$ cat src/rtl/uart_tx_arbiter.sv
// Packet-granular round-robin arbiter sharing one UART transmitter among NUM_REQ byte streams.
// Optional build macro UART_TX_ARB_HDR_EN prefixes every grant with a {4'hA, index} header byte.
module uart_tx_arbiter #(
    parameter int NUM_REQ   = 2,
    parameter int MAX_BYTES = 0
) (
    input  logic                   CLK_I,
    input  logic                   RST_I,
    input  logic [NUM_REQ-1:0]     REQ_VALID_I,
    input  logic [8*NUM_REQ-1:0]   REQ_DATA_I,
    input  logic [NUM_REQ-1:0]     REQ_LAST_I,
    output logic [NUM_REQ-1:0]     REQ_READY_O,
    output logic                   TX_START_O,
    output logic [7:0]             TX_DATA_O,
    input  logic                   TX_DONE_I,
    output logic [NUM_REQ-1:0]     GRANT_O,
    output logic                   BUSY_O
);

    localparam int IDX_W = (NUM_REQ > 1) ? $clog2(NUM_REQ) : 1;
    localparam int CNT_W = (MAX_BYTES > 0) ? $clog2(MAX_BYTES + 1) : 1;

`ifdef UART_TX_ARB_HDR_EN
    typedef enum logic [2:0] {ST_IDLE, ST_SEND, ST_WAIT, ST_NEXT, ST_HDR} state_t;
`else
    typedef enum logic [2:0] {ST_IDLE, ST_SEND, ST_WAIT, ST_NEXT} state_t;
`endif

    state_t           state;
    logic [IDX_W-1:0] rr_ptr;
    logic [IDX_W-1:0] grant_idx;
    logic [IDX_W-1:0] sel_idx;
    logic [IDX_W-1:0] hi_idx;
    logic [IDX_W-1:0] lo_idx;
    logic             hi_found;
    logic             lo_found;
    logic             sel_found;
    logic [CNT_W-1:0] byte_cnt;
    logic             last_q;
    logic             budget_hit;
`ifdef UART_TX_ARB_HDR_EN
    logic             hdr_q;
`endif

    // Rotating priority: lowest valid index at or above rr_ptr wins, else lowest valid below it.
    always_comb begin
        hi_found = 1'b0;
        lo_found = 1'b0;
        hi_idx   = '0;
        lo_idx   = '0;
        for (int i = NUM_REQ - 1; i >= 0; i--) begin
            if (REQ_VALID_I[i]) begin
                if (IDX_W'(i) >= rr_ptr) begin
                    hi_found = 1'b1;
                    hi_idx   = IDX_W'(i);
                end else begin
                    lo_found = 1'b1;
                    lo_idx   = IDX_W'(i);
                end
            end
        end
        sel_found = hi_found | lo_found;
        sel_idx   = hi_found ? hi_idx : lo_idx;
    end

    assign budget_hit  = (MAX_BYTES != 0) && (byte_cnt == CNT_W'(MAX_BYTES));
    assign REQ_READY_O = (state == ST_SEND) ? GRANT_O : '0;
    assign BUSY_O      = (state != ST_IDLE);

    // TX_DATA_O and TX_START_O are loaded on the edge entering ST_SEND so the byte is already
    // registered while the start pulse is high; a requester holds its byte until READY anyway.
    always_ff @(posedge CLK_I or posedge RST_I) begin
        if (RST_I) begin
            state      <= ST_IDLE;
            rr_ptr     <= '0;
            grant_idx  <= '0;
            GRANT_O    <= '0;
            TX_START_O <= 1'b0;
            TX_DATA_O  <= '0;
            byte_cnt   <= '0;
            last_q     <= 1'b0;
`ifdef UART_TX_ARB_HDR_EN
            hdr_q      <= 1'b0;
`endif
        end else begin
            TX_START_O <= 1'b0;
            case (state)
                ST_IDLE: begin
                    if (sel_found) begin
                        grant_idx  <= sel_idx;
                        GRANT_O    <= NUM_REQ'(1) << sel_idx;
                        TX_START_O <= 1'b1;
`ifdef UART_TX_ARB_HDR_EN
                        TX_DATA_O  <= {4'hA, 4'(sel_idx)};
                        state      <= ST_HDR;
`else
                        TX_DATA_O  <= REQ_DATA_I[{sel_idx, 3'b000} +: 8];
                        state      <= ST_SEND;
`endif
                    end
                end
                ST_SEND: begin
                    last_q   <= REQ_LAST_I[grant_idx];
                    byte_cnt <= byte_cnt + CNT_W'(1);
                    state    <= ST_WAIT;
                end
`ifdef UART_TX_ARB_HDR_EN
                ST_HDR: begin
                    hdr_q <= 1'b1;
                    state <= ST_WAIT;
                end
`endif
                ST_WAIT: begin
                    if (TX_DONE_I) begin
`ifdef UART_TX_ARB_HDR_EN
                        if (hdr_q) begin
                            hdr_q <= 1'b0;
                            state <= ST_NEXT;
                        end else
`endif
                        if (last_q || budget_hit) begin
                            rr_ptr   <= (grant_idx == IDX_W'(NUM_REQ - 1)) ? '0 : grant_idx + 1'b1;
                            GRANT_O  <= '0;
                            byte_cnt <= '0;
                            state    <= ST_IDLE;
                        end else begin
                            state <= ST_NEXT;
                        end
                    end
                end
                ST_NEXT: begin
                    if (REQ_VALID_I[grant_idx]) begin
                        TX_START_O <= 1'b1;
                        TX_DATA_O  <= REQ_DATA_I[{grant_idx, 3'b000} +: 8];
                        state      <= ST_SEND;
                    end
                end
                default: state <= ST_IDLE;
            endcase
        end
    end

endmodule
$ cat config.mk
export PLATFORM = sky130hd
export DESIGN_NAME = uart_tx_arbiter
export DESIGN_NICKNAME = d
export VERILOG_FILES = /design/src/rtl/uart_tx_arbiter.sv
export SDC_FILE = /design/constraint.sdc
export NUM_CORES = 1
export LEC_CHECK = 0
export ABC_CLOCK_PERIOD_IN_PS = 2050
export CORE_ASPECT_RATIO = 1.1
export CORE_MARGIN = 5
export CORE_UTILIZATION = 41
export DETAILED_ROUTE_END_ITERATION = 6
export PLACE_DENSITY = 0.78
export SLEW_MARGIN = 30
export SYNTH_ARGS = -nofsm -noshare
export SYNTH_HDL_FRONTEND = slang
export SYNTH_SLANG_ARGS = --single-unit
$ cat constraint.sdc
create_clock -name CLK_I -period 2.05 [get_ports CLK_I]
set_input_delay 0.3075 -clock CLK_I [delete_from_list [all_inputs] [get_ports CLK_I]]
set_output_delay 0.3075 -clock CLK_I [all_outputs]
set_load 0.02 [all_outputs]
; ---- Word level (Yosys, flattened, before mapping)
; Index checks and enable logic that the tools add are counted.
[word_totals]
register_bits = 17
[op_classes]
add_sub_neg = 1
eq_ne = 7
n_lt_le_gt_ge = 3
shift = 3
muxes = 34
bitwise = 1
n_reduce_logical = 9
[op_table]
columns = cell, count
row1 = variable part select 16 x 5 -> 8 bit, 2
row2 = two-way mux 1 bit, 20
row3 = two-way mux 8 bit, 2
row4 = case mux 8 bit (2 select lines), 1
row5 = case mux 3 bit (4 select lines), 1
row6 = two-way mux 2 bit, 5
row7 = two-way mux 3 bit, 3
row8 = AND reduction 3 bit, 3
row9 = inequality test 2 bit (second input constant), 4
row10 = == test 3 x 2 -> 1 bit (second input constant), 2
row11 = case mux 2 bit (2 select lines), 1
row12 = AND reduction 4 bit, 1
row13 = nonzero test 2 bit, 2
row14 = == test 3 x 1 -> 1 bit (second input constant), 1
row15 = logical NOT 3 bit, 1
row16 = nonzero test 3 bit, 1
row17 = greater-or-equal comparator 1 bit (first input constant), 2
row18 = < comparator 1 x 2 -> 1 bit (second input constant), 1
row19 = case mux 1 bit (2 select lines), 1
row20 = AND reduction 2 bit, 1
row21 = left shift 1 x 1 -> 2 bit (first input constant), 1
row22 = adder 1 bit (second input constant), 1
row23 = OR 1 bit, 1

; ---- Logic depth before layout (Yosys ltp)
[depth]
ltp_word = 9
ltp_mapped = 7
depth_no_buf = 6

; ---- Least setup slack after synthesis
; Ideal clock, no wire load.
[synth_path]
path_type = flip-flop to flip-flop
startpoint = register state[0]
endpoint = register GRANT_O[1]
path_buffers = 0
required_ps = 1925
t_arrival_ps = 1386
setup_ps = 125
setup_slack_ps = 540
path_stages_with_launch = 6
path_cell_list = dfrtp_1 > inv_1 > ha_1 > nand2b_1 > a22oi_1 > mux2_2
[synth_between]
elab_chain_cells = 3
word_cells_on_any_way = 8
[synth_lines]
columns = element, line_no
row1 = from (decl), 29  ; state_t state;
row2 = from (signal assigned), 74  ; state <= ST_IDLE;
row3 = from (signal assigned), 98  ; state <= ST_SEND;
row4 = from (signal assigned), 105  ; state <= ST_WAIT;
row5 = == test 3 x 2 -> 1 bit or logical NOT 3 bit (tied branches), 87  ; case (state)
row6 = inequality test 2 bit (no line) or nonzero test 2 bit (tied branches), -
row7 = AND reduction 4 bit (no line), -
row8 = to (signal assigned), 91  ; GRANT_O <= NUM_REQ'(1) << sel_idx;
row9 = to (decl), 16  ; output logic [NUM_REQ-1:0] GRANT_O,
; Several ways; a longest one is shown, not always the timed one.
; A chain may end at the register's enable or synchronous reset.

; ---- Final worst setup path
[layout_path]
startpoint = register state[1]
endpoint = output REQ_READY_O[0]
[layout_between]
elab_chain_cells = 2
[layout_lines]
columns = element, line_no
row1 = == test 3 x 1 -> 1 bit, -
row2 = two-way mux 2 bit, 67  ; assign REQ_READY_O = (state == ST_SEND) ? GRANT_O : '0;
row3 = to (decl), 12  ; output logic [NUM_REQ-1:0] REQ_READY_O,
; No other way between the ends.

==> results.ini <==
[outcome]
outcome = complete, no violations

[synthesis]
yosys_most_used_dff = dfrtp_1
synthTopCellsByArea = dfrtp_1 (46%), mux2i_1 (12%), ha_1 (7.2%)
synth_seq_area_share = 0.4638
synthTopCellsByCount = dfrtp_1 (16), nor2_1 (13), a21oi_1 (11)
syn-cell-area_sq_um = 863.3
yosysMostFrequentCell = dfrtp_1
postSynthAreaPerCell_sq_um = 9.923
synth.ff_latch_count = 16
synth_edf_count = 0
synth_cells = 87
synth_top_cell_area_share = 0.4638
synth_top_area_cell = dfrtp_1
yosysUniqueCellTypes = 22
ys.warnings.count = 0
synth-async-reset-ratio = 1.000
syn_nets = 115

[power_and_ir_drop]
p_leak_nw = 0.5681
sequentialPowerShare = 0.316
power_density_nw_per_um2 = 1440
power_frac_comb = 0.602
netSwitchingPower_w = 0.0007722
clkPwrFrac = 0.082
p_int_w = 0.001067
p_total_w = 0.001839
p_sw_frac = 0.4199
peakVddDrop_mv = 0.7598

[detailed_routing]
via_per_inst = 4.909
dr_wl_met2_microns = 1034
firstDrtPassIters = 5
totalWireLength_microns = 2043
post_drt_wl_per_cell_microns = 13.27
ant_nets = 0
drc = 0
initialDrtViolationCount = 16
top_layer = met3
dr_total_vias = 756
wl_met3_microns = 201
wirelength_met1_microns = 807

[finish]
multiInputGateArea_sq_um = 421.7
utilization = 0.6389
diodes = 0
final_nets = 156
regArea_sq_um = 400.4
layout-drive-gt1-share = 0.05556
area_growth_pct = 47.97
final_cell_count_no_fill = 154
nFillCells = 186

[global_route]
first_global_vias = 758
antenna_found_initial = 0
grtUsageTotal = 0.1287
grt_pass1_wl_microns = 3042
overflow = 0
grt_max_degree = 17

[placement]
place_ws_ns = 0.2261
gp_congestion = 0.9109
dp_cells = 151
dpl.hpwl_microns = 1697
io_buffers = 36

[floorplan]
die_h_microns = 58.13
start_util = 0.4318
die_x_microns = 53.75
core_sq_um = 1999
fp.dieArea_sq_um = 3124
io_pins = 37
placementRows = 17

[timing]
finalSetupViolCount = 0
hold_viol = 0
tightest_slew_ns = 0.5690
timing.final.crit_share = 0.9003
setup_ws_ns = 0.2045
fin_skew_ns = 0.001160
tns_ns = 0
slew_headroom = 0.6203
fin_crit_ns = 1.846
final_max_slew_viol_count = 0
fmax_mhz = 541.9
rsz0062_at_grt = no

[critical_path]
worst-r2r-cell-count = 5
cp.arrival_ns = 1.54
cp-start-kind = flop
worstPathMaxFanout = 5
endpoint_kind = output port
worstSetupPathType = reg2out
r2r-start = state[0]$_DFFE_PP0P_
cp.required_ns = 1.74
rr_endpoint = GRANT_O[1]$_DFFE_PP0P_
r2r_slack_ns = 0.32

[clock_tree]
cts_root_buffer = clkbuf_4
cts_buffers = 3
cts_tree = done
postCtsSetupBuffers = 0
clkLatencyLatePin_ns = 0.27
cts_buffer_depth = 2
clock_sinks = 16
cts.htree.levels = 1
path_clk_slew_ns = 0.08

[flow_run]
drv_cap = 0

[hold_path]
hold_path_class = in2async

## area by class of cell
class / instances / share of cell area
Clock buffer: 3 / 0.01763
Inverter: 6 / 0.01763
Multi-Input combinational cell: 63 / 0.3301
Sequential cell: 16 / 0.3134
Tap cell: 28 / 0.02742
Timing Repair Buffer: 38 / 0.2938
## cell usage in the layout, fill, tap and decap left out, types with 4 or more instances in the layout
master	count
a21oi_1	11
clkdlybuf4s50_1	33
dfrtp_1	16
ha_1	5
inv_1	6
mux2i_1	10
nand2_1	4
nand2b_1	4
nor2_1	13
## per-stage QoR
stage                     hold slack (ns)  instance area, sq um
after global placement             0.4656                  1255
after detailed placement           0.4800                  1255
after floorplan                    0.2212                 863.3
final                              0.3826                  1277
after CTS                          0.3954                  1275
after global routing               0.4359                  1277
## critical path, cell delays in order (launching register included)
cell and delay (ns):
dfrtp_1 0.43, inv_1 0.11, ha_1 0.24, and2_1 0.15, dlygate4sd2_1 0.33
## worst max path at each step
stage | startpoint | to | slack [ns] | cells past startpoint
2_1_floorplan | state[0]$_DFFE_PP0P_ | GRANT_O[1]$_DFFE_PP0P_ | 0.54 | 5
3_3_place_gp | state[1]$_DFFE_PP0P_ | REQ_READY_O[0] | 0.26 | 4
3_5_place_dp | state[1]$_DFFE_PP0P_ | REQ_READY_O[0] | 0.23 | 4
4_1_cts | state[0]$_DFFE_PP0P_ | BUSY_O | 0.02 | 4
5_1_grt | state[1]$_DFFE_PP0P_ | REQ_READY_O[1] | 0.12 | 4
6_report | state[1]$_DFFE_PP0P_ | REQ_READY_O[0] | 0.20 | 4
## power by group through the flow
stage | Clock, W | Sequential, W | Combinational, W
5_1_grt | 0.000175 | 0.000599 | 0.00120
3_3_place_gp | 0 | 0.000577 | 0.00110
6_report | 0.000151 | 0.000581 | 0.00111
2_1_floorplan | 0 | 0.000688 | 0.000601
3_5_place_dp | 0 | 0.000584 | 0.00114
4_1_cts | 0.000158 | 0.000580 | 0.00113
## repair_timing
item / in CTS / in global routing
hold buffers: 0 / 0
gates resized for setup: 2 / 1
endpoints found under the hold margin: 0 / 0
setup endpoints to repair: 2 / 1
## state kept, by name, summed over array words and instances (netlist names)
signal	cells
TX_DATA_O	8
GRANT_O	2
state	2
TX_START_O	1
grant_idx	1
last_q	1
rr_ptr	1
## kinds of logic after synthesis
group	synth area share
adder cells (fa/ha/maj)	0.07246
AO/OA/AOI/OAI	0.1435
buffers and inverters	0.04783
flip-flops	0.4638
multiplexers	0.1420
AND/OR/NAND/NOR	0.1304
## metal layers
metal / GRT usage / vias to the layer above
li1: - / 379
met1: 0.1315 / 349
met2: 0.2370 / 28
met3: 0.04627 / 0
met4: 0.03650 / 0
met5: 0 / -
Note: power is estimated with default switching activity, not from simulation.
==> edit, RTL diff (same settings) <==
Make the reset (`RST_I`) synchronous in one clocked block.
--- a/src/rtl/uart_tx_arbiter.sv
+++ b/src/rtl/uart_tx_arbiter.sv
@@ -71,3 +71,3 @@
     // registered while the start pulse is high; a requester holds its byte until READY anyway.
-    always_ff @(posedge CLK_I or posedge RST_I) begin
+    always_ff @(posedge CLK_I) begin
         if (RST_I) begin
Behaviour: differs if RST_I is asserted again (counterexample within 4 cycles, from zero or initial values and one cycle with RST_I high); with RST_I held inactive, the same outputs for 10 cycles.
==> edit against the original RTL <==
- worst setup slack better by 91 ps
- sequential cell count stayed put
- combinational power is 14% lower
- fmax is 5.2% higher
- synthesized area is 1.4% lower
- via count is 4.4% higher
- final area is 0.59% lower
- wire length is 6.1% lower
- total power is 8.6% lower
==> edit: results (changes against the original RTL) <==
- Maximum VDD drop: 807.9 uV (+6.3%)
- Arrival @ worst endpoint: 1450 ps (-90 ps)
- PortBufs: 36 (unchanged)
- Max Root-Sink Buffers: 2 (unchanged)
- Main area contributors after synthesis: dfxtp_1, mux2i_1, ha_1, a211oi_1, nor2_1
- Clock slew at reported path FFs: 100 ps (+20 ps)
- Crit path max fanout: 5 (unchanged)
- Vias per cell: 5.090 (+3.7%)
- Register-to-register setup slack: 370 ps (+50 ps)
- End of the worst hold path: GRANT_O[1]
- RePlAce Congestion: 0.8620 (-5.4%)
- Resized cells post-CTS: 2 (unchanged)
- Layout cells sized above 1: 7.874% (+2.3 points)
- Cell count after synthesis: 90 (+3.4%)
- Antenna fix cells: 0 (unchanged)
- Final Cell Area: 0.001270 mm2 (-0.59%)
- Filler cells: 181 (-2.7%)
- Final WS setup: 295.7 ps (+91.18 ps)
- Htree depth: 1 (unchanged)
- Routed len/inst: 12.38 um (-6.7%)
- Status: finished clean
- Via count: 789 (+4.4%)
- Post-Place Cell Area: 0.001227 mm2 (-2.2%)
- Drt pass-1 iters: 4 (-1)
- Clk_lat worst skew: 280 ps
- Top FF cell, synth: dfxtp_1
- Largest net degree at the start of global routing: 17 (unchanged)
- Reg-to-reg endpoint: TX_DATA_O[3]
- Placed insts: 151 (unchanged)
- Critical path launch point: state[1]
- Register area share after synthesis: 37.65% (-8.7 points)
- Reg-to-reg critical path startpoint: state[0]
- CTS buffer count: 3 (unchanged)
- Worst-margin pin slew: 622.6 ps (+53.56 ps)
- Nets: 156 (unchanged)
- Max reg flops: 8 (unchanged)
- Initial drt markers: 9 (-7)
- Post-place setup slack: 100.8 ps (-125.3 ps)
- Synthesized net count: 118 (+2.6%)
- Warnings, synthesis: 0 (unchanged)
- Post-synth top cells: dfxtp_1, nor2_1, mux2i_1
- R2R depth: 6 (+1)
- Vias in the first global route: 825 (+8.8%)
- Skew final: 4.942 ps (+3.781 ps)
- Leak: 0.5481 nW (-3.5%)
- Hold WC Path Type: flop to flop
- CTS root buf: clkbuf_4
- DP HPWL: 1510 um (-11%)
- Antenna violations before repair: 0 (unchanged)
- GRT Resource Usage Total: 13.02% (+0.15 points)
- Max Cap Viol: 0 (unchanged)
- Yosys cell types: 25 (+14%)
- First-pass GRT wire length: 3105 um (+2.1%)
- Post-CTS setup buffer count: 0 (unchanged)
- Asr flop ratio synth: 0% (-100 points)
==> edit: cell count changes in the layout (fill, tap and decap cells not counted), moves of 2 or more <==
cell	before	now
nand2_1	4	1
a21oi_1	11	4
o21ai_0	3	1
a211oi_1	0	8
a311oi_1	0	2
a31oi_1	2	0
nor2_1	13	15
dfxtp_1	0	16
a211oi_2	0	2
dfrtp_1	16	0
==> edit: cells by family (layout without fill, tap and decap cells) <==
logic type	count (synthesis)	count (layout)	share of synthesized area [%]
buffers and inverters	9	46	5.295
DFF	16	16	37.65
muxes	11	11	12.94
adders and majority gates	5	5	7.353
and+or+nand+nor	27	27	15.44
AOI/OAI and AO/OA	22	22	21.32
==> edit: critical path, cell delays in order (launching register included) <==
cell and delay, ps:
dfxtp_1 350, inv_1 120, ha_2 240, and2_1 130, dlygate4sd2_1 330
==> edit: layout make-up <==
type,instances,share of cell area [%]
multi-input cells,65,38.42
repair buffers,37,29.26
flip-flops and latches,16,25.22
clock buffers,4,2.857
well taps,28,2.759
inverters,5,1.478
==> edit: layer usage <==
| metal | part of all wire, % | GRT usage, % | vias up |
|---|---|---|---|
| met1 | 44 | 14.69 | 351 |
| li1 | - | - | 396 |
| met5 | 0 | 0 | - |
| met3 | 9.3 | 3.856 | 0 |
| met2 | 47 | 21.89 | 42 |
| met4 | 0 | 6.204 | 0 |
==> edit: per-stage QoR <==
step	total power, mW	hold WS, ps
final	1.681	482.1
after global routing	1.799	524.0
after CTS	1.700	490.5
after detailed placement	1.484	467.6
after global placement	1.460	459.8
after floorplan	1.148	445.7
==> edit: power breakdown <==
| group | internal, mW | total, mW | switching [mW] |
|---|---|---|---|
| Combinational | 0.449 | 0.954 | 0.505 |
| Sequential | 0.436 | 0.517 | 0.0811 |
| Clock | 0.108 | 0.210 | 0.102 |
